[src/rtl/seg_scan_ctrl_pkg.sv]
// Shared definitions for the seven-segment scan controller: FSM state
// encoding, the hex-to-segment table and the all-off pattern.
package seg_scan_ctrl_pkg;

    typedef enum logic [2:0] {
        ST_WAIT_TICK = 3'd0,
        ST_LOAD      = 3'd1,
        ST_REQ       = 3'd2,
        ST_WAIT_DONE = 3'd3,
        ST_NEXT      = 3'd4
    } state_t;

    // Active-low segments, bit order {dp,g,f,e,d,c,b,a}.
    localparam logic [7:0] SEG_BLANK = 8'hFF;

    // Entry [n] is the pattern for hex digit n with the decimal point off.
    localparam logic [15:0][7:0] SEG_TABLE = {
        8'h8E, 8'h86, 8'hA1, 8'hC6, 8'h83, 8'h88, 8'h90, 8'h80,
        8'hF8, 8'h82, 8'h92, 8'h99, 8'hB0, 8'hA4, 8'hF9, 8'hC0
    };

endpackage

[src/rtl/seg_hex_encode.sv]
// Combinational nibble-to-segment encoder. Blank overrides the decimal point.
module seg_hex_encode
    import seg_scan_ctrl_pkg::*;
(
    input  logic [3:0] nibble_i,
    input  logic       dp_i,
    input  logic       blank_i,
    output logic [7:0] pattern_o
);

    // Table lookup, then dp (active low on bit 7), then blank wins over both.
    always_comb begin
        pattern_o = SEG_TABLE[nibble_i];
        if (dp_i) begin
            pattern_o[7] = 1'b0;
        end
        if (blank_i) begin
            pattern_o = SEG_BLANK;
        end
    end

endmodule

[src/rtl/seg_scan_ctrl.sv]
// Four-digit seven-segment scan controller. Each digit in turn is encoded,
// handed to a serial driver through a start/busy handshake, and followed by
// a refresh gap. New display contents are staged in shadow registers and
// only become visible at the frame boundary, so a frame is never torn.
//
// Handshake: start is a level that stays high while the FSM is in REQ and
// falls on the cycle after busy=1 is sampled (the driver runs on a slow
// divided clock and may take many cycles to notice). The transfer is then
// complete once busy=0 is sampled. Either phase gives up after ACK_TIMEOUT
// cycles, pulses ack_err and moves on, so the scan never stalls.
module seg_scan_ctrl
    import seg_scan_ctrl_pkg::*;
#(
    parameter int REFRESH_CYCLES = 12500,
    parameter int ACK_TIMEOUT    = 4096
) (
    input  logic        clk,
    input  logic        rst_n,
    input  logic [15:0] value,
    input  logic        value_load,
    input  logic [3:0]  dp_mask,
    input  logic [3:0]  blank_mask,
    input  logic        busy,
    output logic [7:0]  seg_data,
    output logic [3:0]  digit_sel,
    output logic        start,
    output logic        frame_done,
    output logic        ack_err,
    output state_t      dbg_state_o
);

    localparam int RW = (REFRESH_CYCLES > 1) ? $clog2(REFRESH_CYCLES) : 1;
    localparam int AW = (ACK_TIMEOUT > 1) ? $clog2(ACK_TIMEOUT) : 1;

    state_t         state_q, state_d;
    logic [RW-1:0]  refresh_q, refresh_d;
    logic [AW-1:0]  timeout_q, timeout_d;
    logic [1:0]     digit_q, digit_d;
    logic [7:0]     seg_q, seg_d;
    logic           frame_done_q, frame_done_d;
    logic           ack_err_q, ack_err_d;
    logic [15:0]    sh_value_q, sh_value_d, act_value_q, act_value_d;
    logic [3:0]     sh_dp_q, sh_dp_d, act_dp_q, act_dp_d;
    logic [3:0]     sh_blank_q, sh_blank_d, act_blank_q, act_blank_d;
    logic [7:0]     enc_pattern;

    seg_hex_encode u_encode (
        .nibble_i  (act_value_q[{digit_q, 2'b00} +: 4]),
        .dp_i      (act_dp_q[digit_q]),
        .blank_i   (act_blank_q[digit_q]),
        .pattern_o (enc_pattern)
    );

    // Next-state logic: scan sequencing, handshake timeouts, shadow staging.
    always_comb begin
        state_d      = state_q;
        refresh_d    = refresh_q;
        timeout_d    = timeout_q;
        digit_d      = digit_q;
        seg_d        = seg_q;
        frame_done_d = 1'b0;
        ack_err_d    = 1'b0;
        sh_value_d   = sh_value_q;
        sh_dp_d      = sh_dp_q;
        sh_blank_d   = sh_blank_q;
        act_value_d  = act_value_q;
        act_dp_d     = act_dp_q;
        act_blank_d  = act_blank_q;

        if (value_load) begin
            sh_value_d = value;
            sh_dp_d    = dp_mask;
            sh_blank_d = blank_mask;
        end

        case (state_q)
            ST_WAIT_TICK: begin
                if (refresh_q == RW'(REFRESH_CYCLES - 1)) begin
                    refresh_d = '0;
                    state_d   = ST_LOAD;
                end else begin
                    refresh_d = refresh_q + RW'(1);
                end
            end
            ST_LOAD: begin
                seg_d     = enc_pattern;
                timeout_d = '0;
                state_d   = ST_REQ;
            end
            ST_REQ: begin
                if (busy) begin
                    timeout_d = '0;
                    state_d   = ST_WAIT_DONE;
                end else if (timeout_q == AW'(ACK_TIMEOUT - 1)) begin
                    ack_err_d = 1'b1;
                    state_d   = ST_NEXT;
                end else begin
                    timeout_d = timeout_q + AW'(1);
                end
            end
            ST_WAIT_DONE: begin
                if (!busy) begin
                    state_d = ST_NEXT;
                end else if (timeout_q == AW'(ACK_TIMEOUT - 1)) begin
                    ack_err_d = 1'b1;
                    state_d   = ST_NEXT;
                end else begin
                    timeout_d = timeout_q + AW'(1);
                end
            end
            ST_NEXT: begin
                digit_d = digit_q + 2'd1;
                if (digit_q == 2'd3) begin
                    // Frame boundary: a load arriving this very cycle is taken.
                    frame_done_d = 1'b1;
                    act_value_d  = sh_value_d;
                    act_dp_d     = sh_dp_d;
                    act_blank_d  = sh_blank_d;
                end
                state_d = ST_WAIT_TICK;
            end
            default: begin
                state_d = ST_WAIT_TICK;
            end
        endcase
    end

    // State and datapath registers; reset leaves the display dark.
    always_ff @(posedge clk or negedge rst_n) begin
        if (!rst_n) begin
            state_q      <= ST_WAIT_TICK;
            refresh_q    <= '0;
            timeout_q    <= '0;
            digit_q      <= 2'd0;
            seg_q        <= SEG_BLANK;
            frame_done_q <= 1'b0;
            ack_err_q    <= 1'b0;
            sh_value_q   <= 16'h0000;
            sh_dp_q      <= 4'h0;
            sh_blank_q   <= 4'hF;
            act_value_q  <= 16'h0000;
            act_dp_q     <= 4'h0;
            act_blank_q  <= 4'hF;
        end else begin
            state_q      <= state_d;
            refresh_q    <= refresh_d;
            timeout_q    <= timeout_d;
            digit_q      <= digit_d;
            seg_q        <= seg_d;
            frame_done_q <= frame_done_d;
            ack_err_q    <= ack_err_d;
            sh_value_q   <= sh_value_d;
            sh_dp_q      <= sh_dp_d;
            sh_blank_q   <= sh_blank_d;
            act_value_q  <= act_value_d;
            act_dp_q     <= act_dp_d;
            act_blank_q  <= act_blank_d;
        end
    end

    // start is decoded from the state register, so reset clears it at once.
    assign start       = (state_q == ST_REQ);
    assign seg_data    = seg_q;
    assign digit_sel   = {2'b00, digit_q};
    assign frame_done  = frame_done_q;
    assign ack_err     = ack_err_q;
    assign dbg_state_o = state_q;

endmodule
[config.mk]
export PLATFORM = sky130hd
export DESIGN_NAME = seg_scan_ctrl
export DESIGN_NICKNAME = d
export VERILOG_FILES = /design/src/rtl/seg_scan_ctrl_pkg.sv /design/src/rtl/seg_hex_encode.sv /design/src/rtl/seg_scan_ctrl.sv
export SDC_FILE = /design/constraint.sdc
export NUM_CORES = 1
export LEC_CHECK = 0
export ABC_CLOCK_PERIOD_IN_PS = 3600
export CAP_MARGIN = 5
export CORE_MARGIN = 5
export CORE_UTILIZATION = 35
export DETAILED_ROUTE_END_ITERATION = 7
export PLACE_DENSITY = 0.66
export SETUP_SLACK_MARGIN = 0.4
export SLEW_MARGIN = 25
export SYNTH_ARGS = -nofsm -noshare
export SYNTH_HDL_FRONTEND = slang
export SYNTH_SLANG_ARGS = --single-unit
[constraint.sdc]
create_clock -name clk -period 3.6 [get_ports clk]
set_input_delay 0.54 -clock clk [delete_from_list [all_inputs] [get_ports clk]]
set_output_delay 0.54 -clock clk [all_outputs]
set_load 0.02 [all_outputs]
==> results of run 1 <==
==> path summary, 6_finish.rpt <==
path                                  from         endpoint  slack, ps  depth (start not counted)
setup / recovery            dbg_state_o[2]            start       1180                          3
hold / removal                       rst_n    sh_value_q[2]        110                          1
setup reg to reg                digit_q[0]      seg_data[3]       1350                          5
hold reg to reg            act_value_q[12]  act_value_q[12]        490                          1
max in group asynchronous            rst_n   act_blank_q[1]       2670                          2
min in group clk           act_value_q[12]  act_value_q[12]        490                          1
==> cell usage after synthesis, drive strengths merged, types with 2 or more instances <==
cell type and n:
dfrtp 73, mux2 52, nor2 21, dfstp 16
a21oi 15, nand3 14, o21ai 14, nand2 12
clkbuf 11, inv 11, buf 9, ha 9
a31oi 8, nand4 8, o31ai 7, mux4 6
or3 6, xnor2 6, and3 5, nor3 5
xor2 5, a22o 4, and2 4, or4 4
a211o 2, nor4 2, or2 2
==> layout make-up <==
type                            instances  area (sq um)  share of cell area, %
Clock buffer                           10           229                   4.55
Clock inverter                          6          67.6                   1.34
Inverter                               11          41.3                  0.820
Multi-Input combinational cell        229          1800                   35.8
Sequential cell                        89          2250                   44.6
Tap cell                              147           184                   3.65
Timing Repair Buffer                   48           465                   9.24
==> per-layer routing <==
metal / vias up / part of all wire, % / GRT usage [%]
met5: - / 0 / 0
met1: 1388 / 46 / 14.9
met4: 0 / 1.7 / 4.08
li1: 1342 / - / -
met2: 48 / 49 / 19.3
met3: 10 / 3.8 / 3.99
==> power by group <==
part | internal, mW | total [mW] | switching, mW
combinational | 0.514 | 1.07 | 0.555
clock | 0.540 | 0.922 | 0.382
sequential | 1.25 | 1.46 | 0.203
==> metrics by stage <==
stage | utilization (%) | hold slack, ps | instance area, sq um | instances
6_report | 42.4 | 112 | 5030 | 540
5_1_grt | 42.4 | 126 | 5030 | 540
4_1_cts | 42.4 | 113 | 5030 | 540
3_5_place_dp | 39.9 | 475 | 4740 | 524
3_3_place_gp | 39.9 | 469 | 4740 | 524
2_1_floorplan | - | 244 | 4190 | 349
==> cell families (layout without fill, tap and decap cells) <==
family,after synthesis,in the layout,share of synthesized area [%]
adders and majority gates,9,9,2.69
xor gates and xnor gates,11,11,2.30
and+or+nand+nor,89,89,11.5
muxes,59,59,17.5
buffers and inverters,31,75,3.32
DFF,89,89,53.7
AOI/OAI and AO/OA,59,59,8.94
other,1,2,0.0897
==> state kept, by name (all words and copies together) (netlist names) <==
name,flops
act_dp_q,4
sh_value_q,16
frame_done,1
ack_err,1
refresh_q,14
dbg_state_o,3
act_value_q,16
timeout_q,12
seg_data,8
digit_q,2
sh_dp_q,4
sh_blank_q,4
act_blank_q,4
==> worst max-delay path, stage by stage (launching register included) <==
cell	delay, ps
dfrtp_1	510
nand2b_1	250
nor2_1	150
clkdlybuf4s50_1	630
==> flow_summary_export.csv, run 1 <==
group,metric,value,unit
timing,post-route-period-util,67.2,%
clock_tree,cts_sinks,89,
synthesis,async_flop_share,100,%
floorplanning,rows,40,
synthesis,synthTopCellsByArea,"dfrtp_1 44%, mux2_2 10%, dfstp_2 10%",
floorplanning,core_area,11900,sq um
clock_tree,cts_root_buffer,"clkbuf_16",
drt,routedWlPerCell,14.9,um
synthesis,synth.avg_cell_area,12.0,sq um
clock_tree,cts_buffers,9,
grt,first_global_vias,2796,
timing,hold_violations,0,
timing,fin_setup_tns,0,ps
power,total_power,3.45,mW
floorplanning,die_h,119,um
timing,timing.fmax,413,MHz
timing,worst_pin_slew,973,ps
placed_design,portBuffers,43,
synthesis,seq_area_frac_synth,53.7,%
cells_and_area,layout.nets,425,
placed_design,gp_congestion,0.816,
clock_tree,clk_latency,340,ps
clock_tree,cts_tree,"built",
critical_path,endpoint_kind,"output pin",
drt,ant_nets,0,
critical_path,path_class,"flop to output pin",
timing,relSlewSlack,34.6,%
clock_tree,post_cts_buffers,0,
cells_and_area,final_common_cell,"dfrtp_1",
cells_and_area,diodes,0,
floorplanning,ioPinCount,46,
drt,first_pass_iters,4,
critical_path,cp.arrival,1880,ps
timing,rsz0062_at_grt,"false",
clock_tree,cts_resized,0,
cells_and_area,fillerInstances,1103,
floorplanning,initial_core_util,35.3,%
timing,setup_viol,0,
cells_and_area,area_growth_syn_to_layout,20.4,%
critical_path,path_max_fanout,11,
cells_and_area,drive_gt1_share,21.9,%
power,powerDensity,684,nW/um^2
power,leakagePower,2.12,nW
cells_and_area,final_cell_mix,"73 x dfrtp_1, 42 x clkdlybuf4s50_1, 38 x mux2_2, 20 x nor2_1, 16 x dfstp_2",
power,vdd_drop_max,0.354,mV
placed_design,dp_slack,1120,ps
drt,drt-initial-drc-count,102,
grt,grt.overflow.total,0,
synthesis,synth_cells,348,
floorplanning,die_width,119,um
clock_tree,clk_pin_slew,60,ps
clock_tree,clockBufferDepth,2,
timing,fin_worst_skew,7.27,ps
status,status,"completed",
critical_path,cp.required,3060,ps
synthesis,ys_seq_elements,89,
grt,grtUsageTotal,11.9,%
job,drv_cap,0,
timing,min_period,2420,ps
grt,grt_pass1_wl,13500,um
synthesis,dominantRegCellSynth,"dfrtp_1",
worst_hold_path,min_path_type,"input pin to asynchronous set/reset pin",
synthesis,yosysWarnings,0,
drt,drt-vias-per-instance,5.16,
drt,vias,2788,
synthesis,synthDistinctLibCells,51,
timing,maxSlewViolCount,0,
drt,drc,0,
timing,finalWorstSetupSlack,1180,ps
synthesis,yosysTopAreaCell,"dfrtp_1",
clock_tree,holdBufCountCts,0,
placed_design,hpwl,5710,um
floorplanning,die-area,14200,sq um
clock_tree,htreeDepth,3,
drt,routed_wl,8040,um
synthesis,netlist.area_leader.share,43.7,%
critical_path,cp-start-kind,"flop",
grt,grt_antenna_before_repair,0,
synthesis,synth_area,4180,sq um
synthesis,synth_edf_count,0,
grt,grt_max_degree,40,
(Power assumes the default switching activity.)
==> inputs of run 2 (changes only) <==
--- a/config.mk
+++ b/config.mk
@@ -5,12 +5,12 @@
 export SDC_FILE = /design/constraint.sdc
 export NUM_CORES = 1
 export LEC_CHECK = 0
-export ABC_CLOCK_PERIOD_IN_PS = 3600
+export ABC_CLOCK_PERIOD_IN_PS = 2200
 export CAP_MARGIN = 5
 export CORE_MARGIN = 5
 export CORE_UTILIZATION = 35
 export DETAILED_ROUTE_END_ITERATION = 7
-export PLACE_DENSITY = 0.66
+export PLACE_DENSITY = 0.68
 export SETUP_SLACK_MARGIN = 0.4
 export SLEW_MARGIN = 25
 export SYNTH_ARGS = -nofsm -noshare
==> constraint.sdc (replaced) <==
create_clock -name clk -period 2.2 [get_ports clk]
set_input_delay 0.33 -clock clk [delete_from_list [all_inputs] [get_ports clk]]
set_output_delay 0.33 -clock clk [all_outputs]
set_load 0.02 [all_outputs]
==> flow_summary_export.csv, run 2 (same netlist as run 1, synthesis figures left out) <==
group,metric,value,unit
critical_path,path_common_cell,"buf_4",
critical_path,reg2reg_to,"seg_data[4]",
critical_path,crit_path_end,"seg_data[4]",
timing,timing.fmax,525,MHz
cells_and_area,layout.nets,452,
power,vdd_drop_max,0.413,mV
critical_path,path_class,"flop to flop",
critical_path,worst_r2r_path_depth,8,
power,total_power,6.31,mW
critical_path,path_max_fanout,5,
critical_path,startpoint,"digit_q[0]",
floorplanning,die_h,119,um
drt,routedWlPerCell,16.7,um
drt,ant_nets,0,
clock_tree,htreeDepth,3,
placed_design,dp_slack,57.6,ps
grt,grt_pass1_wl,15100,um
critical_path,endpoint_kind,"flop",
floorplanning,initial_core_util,35.3,%
cells_and_area,regArea,2250,sq um
drt,vias,3011,
power,leakagePower,2.34,nW
critical_path,crit_path_max_incr_delay,620,ps
drt,drt-vias-per-instance,5.31,
worst_hold_path,min_path_type,"input pin to asynchronous set/reset pin",
cells_and_area,multiInputGateArea,1980,sq um
floorplanning,die-area,14200,sq um
critical_path,cp.required,2480,ps
floorplanning,ioPinCount,46,
critical_path,reg2reg_from,"digit_q[0]",
grt,grt_antenna_before_repair,0,
critical_path,cp-start-kind,"flop",
cells_and_area,final_cell_mix,"69 x dfrtp_1, 37 x mux2_2, 28 x clkdlybuf4s50_1, 25 x buf_4, 20 x nor2_1",
clock_tree,clk_latency,350,ps
timing,rsz0062_at_grt,"true",
critical_path,cp_slowest_cell,"mux4_2",
placed_design,portBuffers,43,
cells_and_area,drive_gt1_share,33.6,%
timing,maxSlewViolCount,0,
clock_tree,clockBufferDepth,2,
grt,grt_max_degree,49,
timing,fin_setup_tns,0,ps
placed_design,hpwl,5700,um
clock_tree,clk_pin_slew,70,ps
timing,finalWorstSetupSlack,295,ps
critical_path,crit_chain,"mux4_2 -> buf_4 -> buf_4 -> ha_4 -> inv_2 -> mux2_4 -> o21ai_2 -> a21oi_2",
cells_and_area,fillerInstances,1058,
cells_and_area,final_util,46.2,%
drt,drc,0,
floorplanning,die_width,119,um
timing,fin_worst_skew,7.74,ps
grt,grtUsageTotal,13.3,%
power,powerDensity,1150,nW/um^2
clock_tree,cts_tree,"built",
grt,grt.overflow.total,0,
floorplanning,core_area,11900,sq um
timing,hold_violations,2,
placed_design,dp_cells,530,
timing,min_period,1910,ps
floorplanning,rows,40,
clock_tree,cts_root_buffer,"clkbuf_16",
timing,relSlewSlack,58.6,%
timing,post-route-period-util,86.6,%
drt,routed_wl,9460,um
cells_and_area,final_cells,567,
job,drv_cap,0,
status,violations,"negative hold slack",
clock_tree,cts_buffers,9,
cells_and_area,top_regs,"act_value_q (16), sh_value_q (16), refresh_q (14)",
critical_path,r2r_slack,290,ps
placed_design,gp_congestion,0.793,
drt,first_pass_iters,4,
drt,drt-initial-drc-count,121,
timing,setup_viol,0,
critical_path,cp.arrival,2190,ps
cells_and_area,final_common_cell,"dfrtp_1",
clock_tree,cts_sinks,89,
grt,first_global_vias,2969,
timing,fin_hold_ws,-2.79,ps
timing,worst_pin_slew,621,ps
cells_and_area,area_growth_syn_to_layout,31.0,%
cells_and_area,diodes,0,
status,status,"finished, violations left",
==> run 2: worst min path at each step <==
stage / from / endpoint / slack, ps
6_report: rst_n / act_dp_q[0] / -3
3_3_place_gp: rst_n / act_dp_q[0] / 390
4_1_cts: rst_n / act_dp_q[0] / 10
3_5_place_dp: rst_n / sh_dp_q[0] / 390
2_1_floorplan: rst_n / ack_err / 30
5_1_grt: rst_n / sh_dp_q[0] / 30
==> run 2: layout make-up <==
cell class,instances,share of cell area [%]
Tap cell,147,3.36
Clock buffer,10,4.18
Sequential cell,89,41.1
Inverter,11,0.936
Clock inverter,6,1.87
Multi-Input combinational cell,231,36.2
Timing Repair Buffer,73,12.4
==> run 2: repair_timing <==
action | 4_1_cts | 5_1_grt
pin swaps | 7 | 6
setup endpoints to repair | 32 | 14
buffers inserted | 11 | 8
resized for setup | 36 | 20
cloned | 1 | 1
hold buffers | 0 | 0
==> run 2: metrics by stage <==
stage / hold WS (ps) / area, sq um
after floorplan: 34.4 / 4210
after global placement: 388 / 4830
after detailed placement: 392 / 4830
after CTS: 10.7 / 5340
after global routing: 31.4 / 5480
final: -2.79 / 5480
==> run 2: worst max-delay path, delay by kind of cell (launching register included) <==
kind,cells,cell delay [ps]
mux,2,750
compound gates,2,160
flops,1,440
fa+ha+maj,1,150
buf+inv,3,330
==> run 2: routing by layer <==
layer	GRT usage [%]	vias to the layer above	part of all wire, %
li1	-	1410	-
met1	17.7	1521	44
met2	20.1	62	48
met3	3.42	18	5.6
met4	6.66	0	2.3
met5	0	-	0
==> run 2: power by group <==
part           leakage, nW  internal [mW]  total, mW  switching [mW]
Combinational         1.07           1.09       2.23            1.14
Sequential            1.12           2.06       2.38           0.326
Clock                0.160           1.01       1.69           0.681
Total                 2.34           4.17       6.31            2.14
